### src/rtl/if_fetch_queue.sv
// Instruction fetch unit with a small prefetch queue feeding the ID stage.
// One shared single-port memory with one-cycle read latency; MEM-stage data
// accesses take the port ahead of instruction fetch.
// Optional macro IFQ_BYPASS_EN: when defined, a response that arrives while
// the queue is empty and ID is accepting goes straight into the ID registers.
module if_fetch_queue #(
  parameter int          DEPTH    = 4,
  parameter logic [31:0] RESET_PC = 32'h0000_0000
) (
  input  logic        Clock,
  input  logic        Reset,
  input  logic [1:0]  PCSrc,
  input  logic [31:0] BranchAddr,
  input  logic [31:0] JumpAddr,
  input  logic [31:0] RsData,
  input  logic        Stall,
  input  logic        Flush,
  input  logic        DataRead,
  input  logic        DataWrite,
  input  logic [31:0] DataAddr,
  input  logic [31:0] DataWData,
  output logic [31:0] Mem_Address,
  output logic [31:0] Mem_WriteData,
  output logic        Mem_Write,
  input  logic [31:0] Mem_ReadData,
  output logic [31:0] ID_Instruction,
  output logic [31:0] ID_PCplus4,
  output logic        ID_Valid
);

  localparam int PTR_W = $clog2(DEPTH);
  localparam int CNT_W = PTR_W + 1;

`ifdef IFQ_BYPASS_EN
  localparam bit BYPASS = 1'b1;
`else
  localparam bit BYPASS = 1'b0;
`endif

  logic [31:0]      pc_q, pc_d;
  logic             inflight_q, inflight_d;
  logic [31:0]      infl_pc4_q, infl_pc4_d;
  logic [31:0]      qinstr_q [DEPTH];
  logic [31:0]      qpc4_q   [DEPTH];
  logic [PTR_W-1:0] wr_ptr_q, wr_ptr_d, rd_ptr_q, rd_ptr_d;
  logic [CNT_W-1:0] count_q, count_d;
  logic [31:0]      id_instr_q, id_instr_d, id_pc4_q, id_pc4_d;
  logic             id_valid_q, id_valid_d;

  logic             data_acc, redirect, fetch, resp, bypass, push, pop;
  logic [31:0]      target;
  logic [CNT_W-1:0] occupancy;

  // Port arbitration, fetch eligibility and queue push/pop decisions.
  always_comb begin
    data_acc  = DataRead | DataWrite;
    redirect  = (PCSrc != 2'b00);
    case (PCSrc)
      2'b01:   target = BranchAddr;
      2'b10:   target = JumpAddr;
      default: target = RsData;
    endcase
    // Entries already queued plus the one word still coming back from memory.
    occupancy = count_q + CNT_W'(inflight_q);
    fetch     = !data_acc && !redirect && (occupancy < CNT_W'(DEPTH));
    // A redirect in the response cycle kills the returning word.
    resp      = inflight_q && !redirect;
    bypass    = BYPASS && resp && (count_q == '0) && !Stall && !Flush;
    push      = resp && !bypass;
    pop       = !redirect && !Flush && !Stall && (count_q != '0);

    Mem_Address   = data_acc ? DataAddr : pc_q;
    Mem_WriteData = DataWData;
    Mem_Write     = DataWrite & Reset;
  end

  // Next-state for PC, in-flight tracking, queue pointers and ID registers.
  always_comb begin
    pc_d       = pc_q;
    inflight_d = fetch;
    infl_pc4_d = infl_pc4_q;
    wr_ptr_d   = wr_ptr_q;
    rd_ptr_d   = rd_ptr_q;
    count_d    = count_q;
    id_instr_d = id_instr_q;
    id_pc4_d   = id_pc4_q;
    id_valid_d = id_valid_q;

    if (redirect) begin
      pc_d = target;
    end else if (fetch) begin
      pc_d       = pc_q + 32'd4;
      infl_pc4_d = pc_q + 32'd4;
    end

    if (redirect) begin
      wr_ptr_d = '0;
      rd_ptr_d = '0;
      count_d  = '0;
    end else begin
      wr_ptr_d = wr_ptr_q + PTR_W'(push);
      rd_ptr_d = rd_ptr_q + PTR_W'(pop);
      count_d  = count_q + CNT_W'(push) - CNT_W'(pop);
    end

    // Redirect and Flush both kill the ID slot; otherwise Stall holds it.
    if (redirect || Flush) begin
      id_valid_d = 1'b0;
    end else if (!Stall) begin
      if (count_q != '0) begin
        id_instr_d = qinstr_q[rd_ptr_q];
        id_pc4_d   = qpc4_q[rd_ptr_q];
        id_valid_d = 1'b1;
      end else if (bypass) begin
        id_instr_d = Mem_ReadData;
        id_pc4_d   = infl_pc4_q;
        id_valid_d = 1'b1;
      end else begin
        id_valid_d = 1'b0;
      end
    end
  end

  // Control state with asynchronous active-low reset.
  always_ff @(posedge Clock or negedge Reset) begin
    if (!Reset) begin
      pc_q       <= RESET_PC;
      inflight_q <= 1'b0;
      wr_ptr_q   <= '0;
      rd_ptr_q   <= '0;
      count_q    <= '0;
      id_instr_q <= '0;
      id_pc4_q   <= '0;
      id_valid_q <= 1'b0;
    end else begin
      pc_q       <= pc_d;
      inflight_q <= inflight_d;
      wr_ptr_q   <= wr_ptr_d;
      rd_ptr_q   <= rd_ptr_d;
      count_q    <= count_d;
      id_instr_q <= id_instr_d;
      id_pc4_q   <= id_pc4_d;
      id_valid_q <= id_valid_d;
    end
  end

  // Queue storage and in-flight PC+4 are pure data, qualified by control.
  always_ff @(posedge Clock) begin
    infl_pc4_q <= infl_pc4_d;
    if (push) begin
      qinstr_q[wr_ptr_q] <= Mem_ReadData;
      qpc4_q[wr_ptr_q]   <= infl_pc4_q;
    end
  end

  assign ID_Instruction = id_instr_q;
  assign ID_PCplus4     = id_pc4_q;
  assign ID_Valid       = id_valid_q;

endmodule

### config.mk
export PLATFORM = sky130hd
export DESIGN_NAME = if_fetch_queue
export DESIGN_NICKNAME = d
export VERILOG_FILES = /design/src/rtl/if_fetch_queue.sv
export SDC_FILE = /design/constraint.sdc
export NUM_CORES = 1
export LEC_CHECK = 0
export BUFFER_PORTS_ARGS = -buffer_cell sky130_fd_sc_hd__buf_2
export CORE_MARGIN = 4
export CORE_UTILIZATION = 27
export CTS_BUF_LIST = sky130_fd_sc_hd__clkbuf_2
export DETAILED_ROUTE_END_ITERATION = 10
export GPL_ROUTABILITY_DRIVEN = 0
export PLACE_DENSITY_LB_ADDON = 0.2
export RECOVER_POWER = 100
export SLEW_MARGIN = 20
export SYNTH_ARGS = -nofsm -noshare
export SYNTH_HDL_FRONTEND = slang
export SYNTH_SLANG_ARGS = --single-unit
### constraint.sdc
create_clock -name Clock -period 8.5 [get_ports Clock]
set_clock_uncertainty 0.05 [all_clocks]
set_input_delay 1.275 -clock Clock [delete_from_list [all_inputs] [get_ports Clock]]
set_output_delay 1.275 -clock Clock [all_outputs]
set_load 0.005 [all_outputs]
==> metrics.md <==
| Metric | Value |
|---|---|
| Routed wire length | `between 40,000 and 50,000 um` |
| Initial Util | `0.273` |
| Setup_tns | `0 ns` |
| Cell row count | `90` |
| Part of the power in registers | `0.574` |
| WL/cell | `about 21 um` |
| Worst vdd ir | `between 0.08 and 0.09 mV` |
| Power per cell area | `roughly 190 nW/um2` |
| Cell count after synthesis | `roughly 1.1k` |
| Critical path launch point type | `primary input` |
| I/O Pins | `330` |
| Drt via density | `approximately 4.6` |
| Syn-to-layout area delta | `17.3%` |
| Iteration-0 DRC Markers | `between 400 and 500` |
| HP Class | `reg2reg` |
| Port Buffer Count | `between 200 and 300` |
| First-pass iteration count of the detailed router | `5` |
| GRT Residual Overflow | `0` |
| Post-Syn Area | `around 17,000 um2` |
| CP endpoint kind | `flip-flop` |
| First-pass GRT wire length | `between 60,000 and 70,000 um` |
| Final HPWL DP | `slightly above 30,000 um` |
| Flops & latches, synth | `approximately 390` |
| GRT Util Overall | `0.138` |
| Final net count | `1,579` |
| CTS resizes | `0` |
| Largest area contributor in the netlist | `edfxtp_1` |
| Crit path max fanout | `67` |
| Routed Antenna Nets | `0` |
| Top-count cell post-synth | `edfxtp_1` |
| Synth top area share | `0.522` |
| Die width | `about 260 um` |
| CTS tree | `built` |
| Synth cell types | `between 50 and 60` |
| Htree depth | `3` |
| CP max stage cell | `clkbuf_1` |
| Synthesized area per cell | `~15 um2` |
| Clock power frac | `0.358` |
| Clock Latency Late Sink | `just over 1 ns` |
| Crit path largest cell delay | `2.01 ns` |
| Final Setup Violations | `0` |
| Total die area | `65,400 um2` |
| Fin crit share | `0.669` |
| Async SR Flop Fraction | `0.267` |
| Net Sw Frac | `0.264` |
| Worst EP arrival | `around 6 ns` |
| CP bufs+invs | `6` |
| RSZ-0062 raised after global routing | `no` |
| Synth area leaders | `edfxtp_1 (52%), dfrtp_1 (16%), mux4_2 (8.7%), mux2_2 (4.4%), nand2_1 (2.7%)` |
| Inserted Clock Buffers | `about 110` |
| Clock slew seen by the registers of the worst setup and hold paths | `~0.1 ns` |
| Vias in the first global route | `~11k` |
| Pins Over Slew Limit | `approximately 210` |
| Setup Buffers After CTS | `0` |
| CTS root buffer | `clkbuf_2` |
| Syn Nets | `roughly 1.3k` |
| Share of cells above drive strength 1 | `0.351` |
| Core area | `approximately 61,000 um2` |
| Slew HR | `-0.896` |
| Antenna violations before repair | `5` |
| Max Cap Violations | `5` |
| Die H | `about 260 um` |
| P_sw | `between 0.9 and 1 mW` |
| Fmax | `roughly 180 MHz` |
| Largest net degree at the start of global routing | `approximately 70` |
| CP top delay family | `buffers and inverters` |
| Critical path type | `in2reg` |
| Failing checks | `max-capacitance violations, max-slew violations` |
| Residual DRC | `0` |
| Crit-path cells | `buf_2 -> inv_1 -> ha_1 -> clkbuf_1 -> clkinv_1 -> clkbuf_1 -> a211oi_4 -> clkbuf_1` |
| Hold Fails Final Rpt | `0` |
| Final worst path period need | `5.69 ns` |
| Worst-margin pin slew | `2.84 ns` |
| Final Cell Area | `19,400 um2` |
| Total number of vias | `about 10k` |
| Lkg Pwr | `7.38 nW` |
| Syn. warnings | `0` |
| CTS max path bufs | `3` |
| Internal | `between 2 and 3 mW` |
| Ys flop type | `edfxtp_1` |
| Crit path top cell by count | `clkbuf_1` |
| Logic pwr share | `0.068` |
| Synth cell count leaders | `edfxtp_1 (288), nand2_1 (117), dfrtp_1 (105), mux2_2 (64), mux4_2 (64)` |
| Number of flops mapped to enable cells by yosys | `288` |
| Seq/Total Area, Yosys | `0.681` |
| Area post-placement | `~19,000 um2` |
| Status | `finished, violations left` |
| Num Clock Sinks | `393` |
| CP required | `8.99 ns` |
-- sequential cells by signal (all words and copies together), names as in the netlist --
signal,cells
ID_Instruction,32
ID_PCplus4,32
ID_Valid,1
count_q,3
infl_pc4_q,32
inflight_q,1
pc_q,32
qinstr_q,128
qpc4_q,128
rd_ptr_q,2
wr_ptr_q,2
-- worst paths after layout --
kind | from | endpoint | slack [ns] | depth (start not counted)
hold / removal | infl_pc4_q[9] | qpc4_q[3][9] | 0.43 | 0
max in group asynchronous | Reset | ID_Instruction[27] | 4.12 | 3
setup reg to reg | count_q[1] | infl_pc4_q[9] | 5.50 | 3
min in group asynchronous | Reset | ID_Instruction[24] | 1.44 | 2
setup / recovery | PCSrc[1] | infl_pc4_q[9] | 2.81 | 8
hold reg to reg | infl_pc4_q[9] | qpc4_q[3][9] | 0.43 | 0
-- per-layer routing --
layer	global-route usage	vias to the layer above	part of all wire
met5	0	-	0.00059
met4	0.0687	4	0.045
met3	0.0390	126	0.060
met2	0.227	364	0.48
met1	0.168	5042	0.42
li1	-	4768	-
-- metrics by stage --
stage	setup slack, ns	power [mW]	utilization	hold slack [ns]	instances
4_1_cts	4.56	3.85	0.323	0.154	2242
3_3_place_gp	3.87	2.45	0.306	0.425	2044
5_1_grt	2.37	3.99	0.321	0.265	2245
6_report	2.81	3.75	0.321	0.429	2245
2_1_floorplan	1.16	2.32	-	0.397	1079
3_5_place_dp	3.82	2.46	0.306	0.441	2044
-- cells in the final DEF (no fill, tap or decap), drive strengths merged, types with 3 or more instances in the layout --
cell	count
a21oi	32
nor4	4
o21ai	15
or4	17
nand2b	3
mux4	64
ha	7
buf	188
and4	4
clkbuf	270
nor2	63
and3	4
o31ai	8
nor3	9
dfrtp	105
a211o	4
inv	12
o211ai	6
nand2	117
nand4	13
a31oi	19
clkinv	20
xor2	17
or3	11
xnor2	17
edfxtp	288
mux2	64
a211oi	4
nand3	14
and2	6
a22oi	32
-- power by group through the flow --
stage / Sequential, mW / Clock, mW / Combinational (mW)
4_1_cts: 2.15 / 1.43 / 0.271
6_report: 2.15 / 1.34 / 0.256
2_1_floorplan: 2.16 / 0 / 0.159
3_3_place_gp: 2.19 / 0 / 0.265
3_5_place_dp: 2.19 / 0 / 0.269
5_1_grt: 2.16 / 1.54 / 0.290
-- cell families after synthesis --
group / share of synthesized area
adders and majority gates: 0.00650
muxes: 0.131
xor gates and xnor gates: 0.0180
and+or+nand+nor: 0.0796
DFF: 0.681
AOI/OAI and AO/OA: 0.0515
buffers and inverters: 0.0331
-- area by class of cell --
class / instances / area (um2)
Antenna cell: 2 / 5.00
Clock buffer: 173 / 866
Clock inverter: 24 / 128
Fill cell: 6211 / 41100
Inverter: 9 / 33.8
Multi-Input combinational cell: 576 / 4770
Sequential cell: 393 / 11300
Tap cell: 782 / 978
Timing Repair Buffer: 286 / 1370
-- what timing repair did --
action                                 in CTS  in global routing
endpoints found under the hold margin      28                  0
hold buffers                                1                  0
setup endpoints to repair                   0                  0
(Power assumes the default switching activity.)
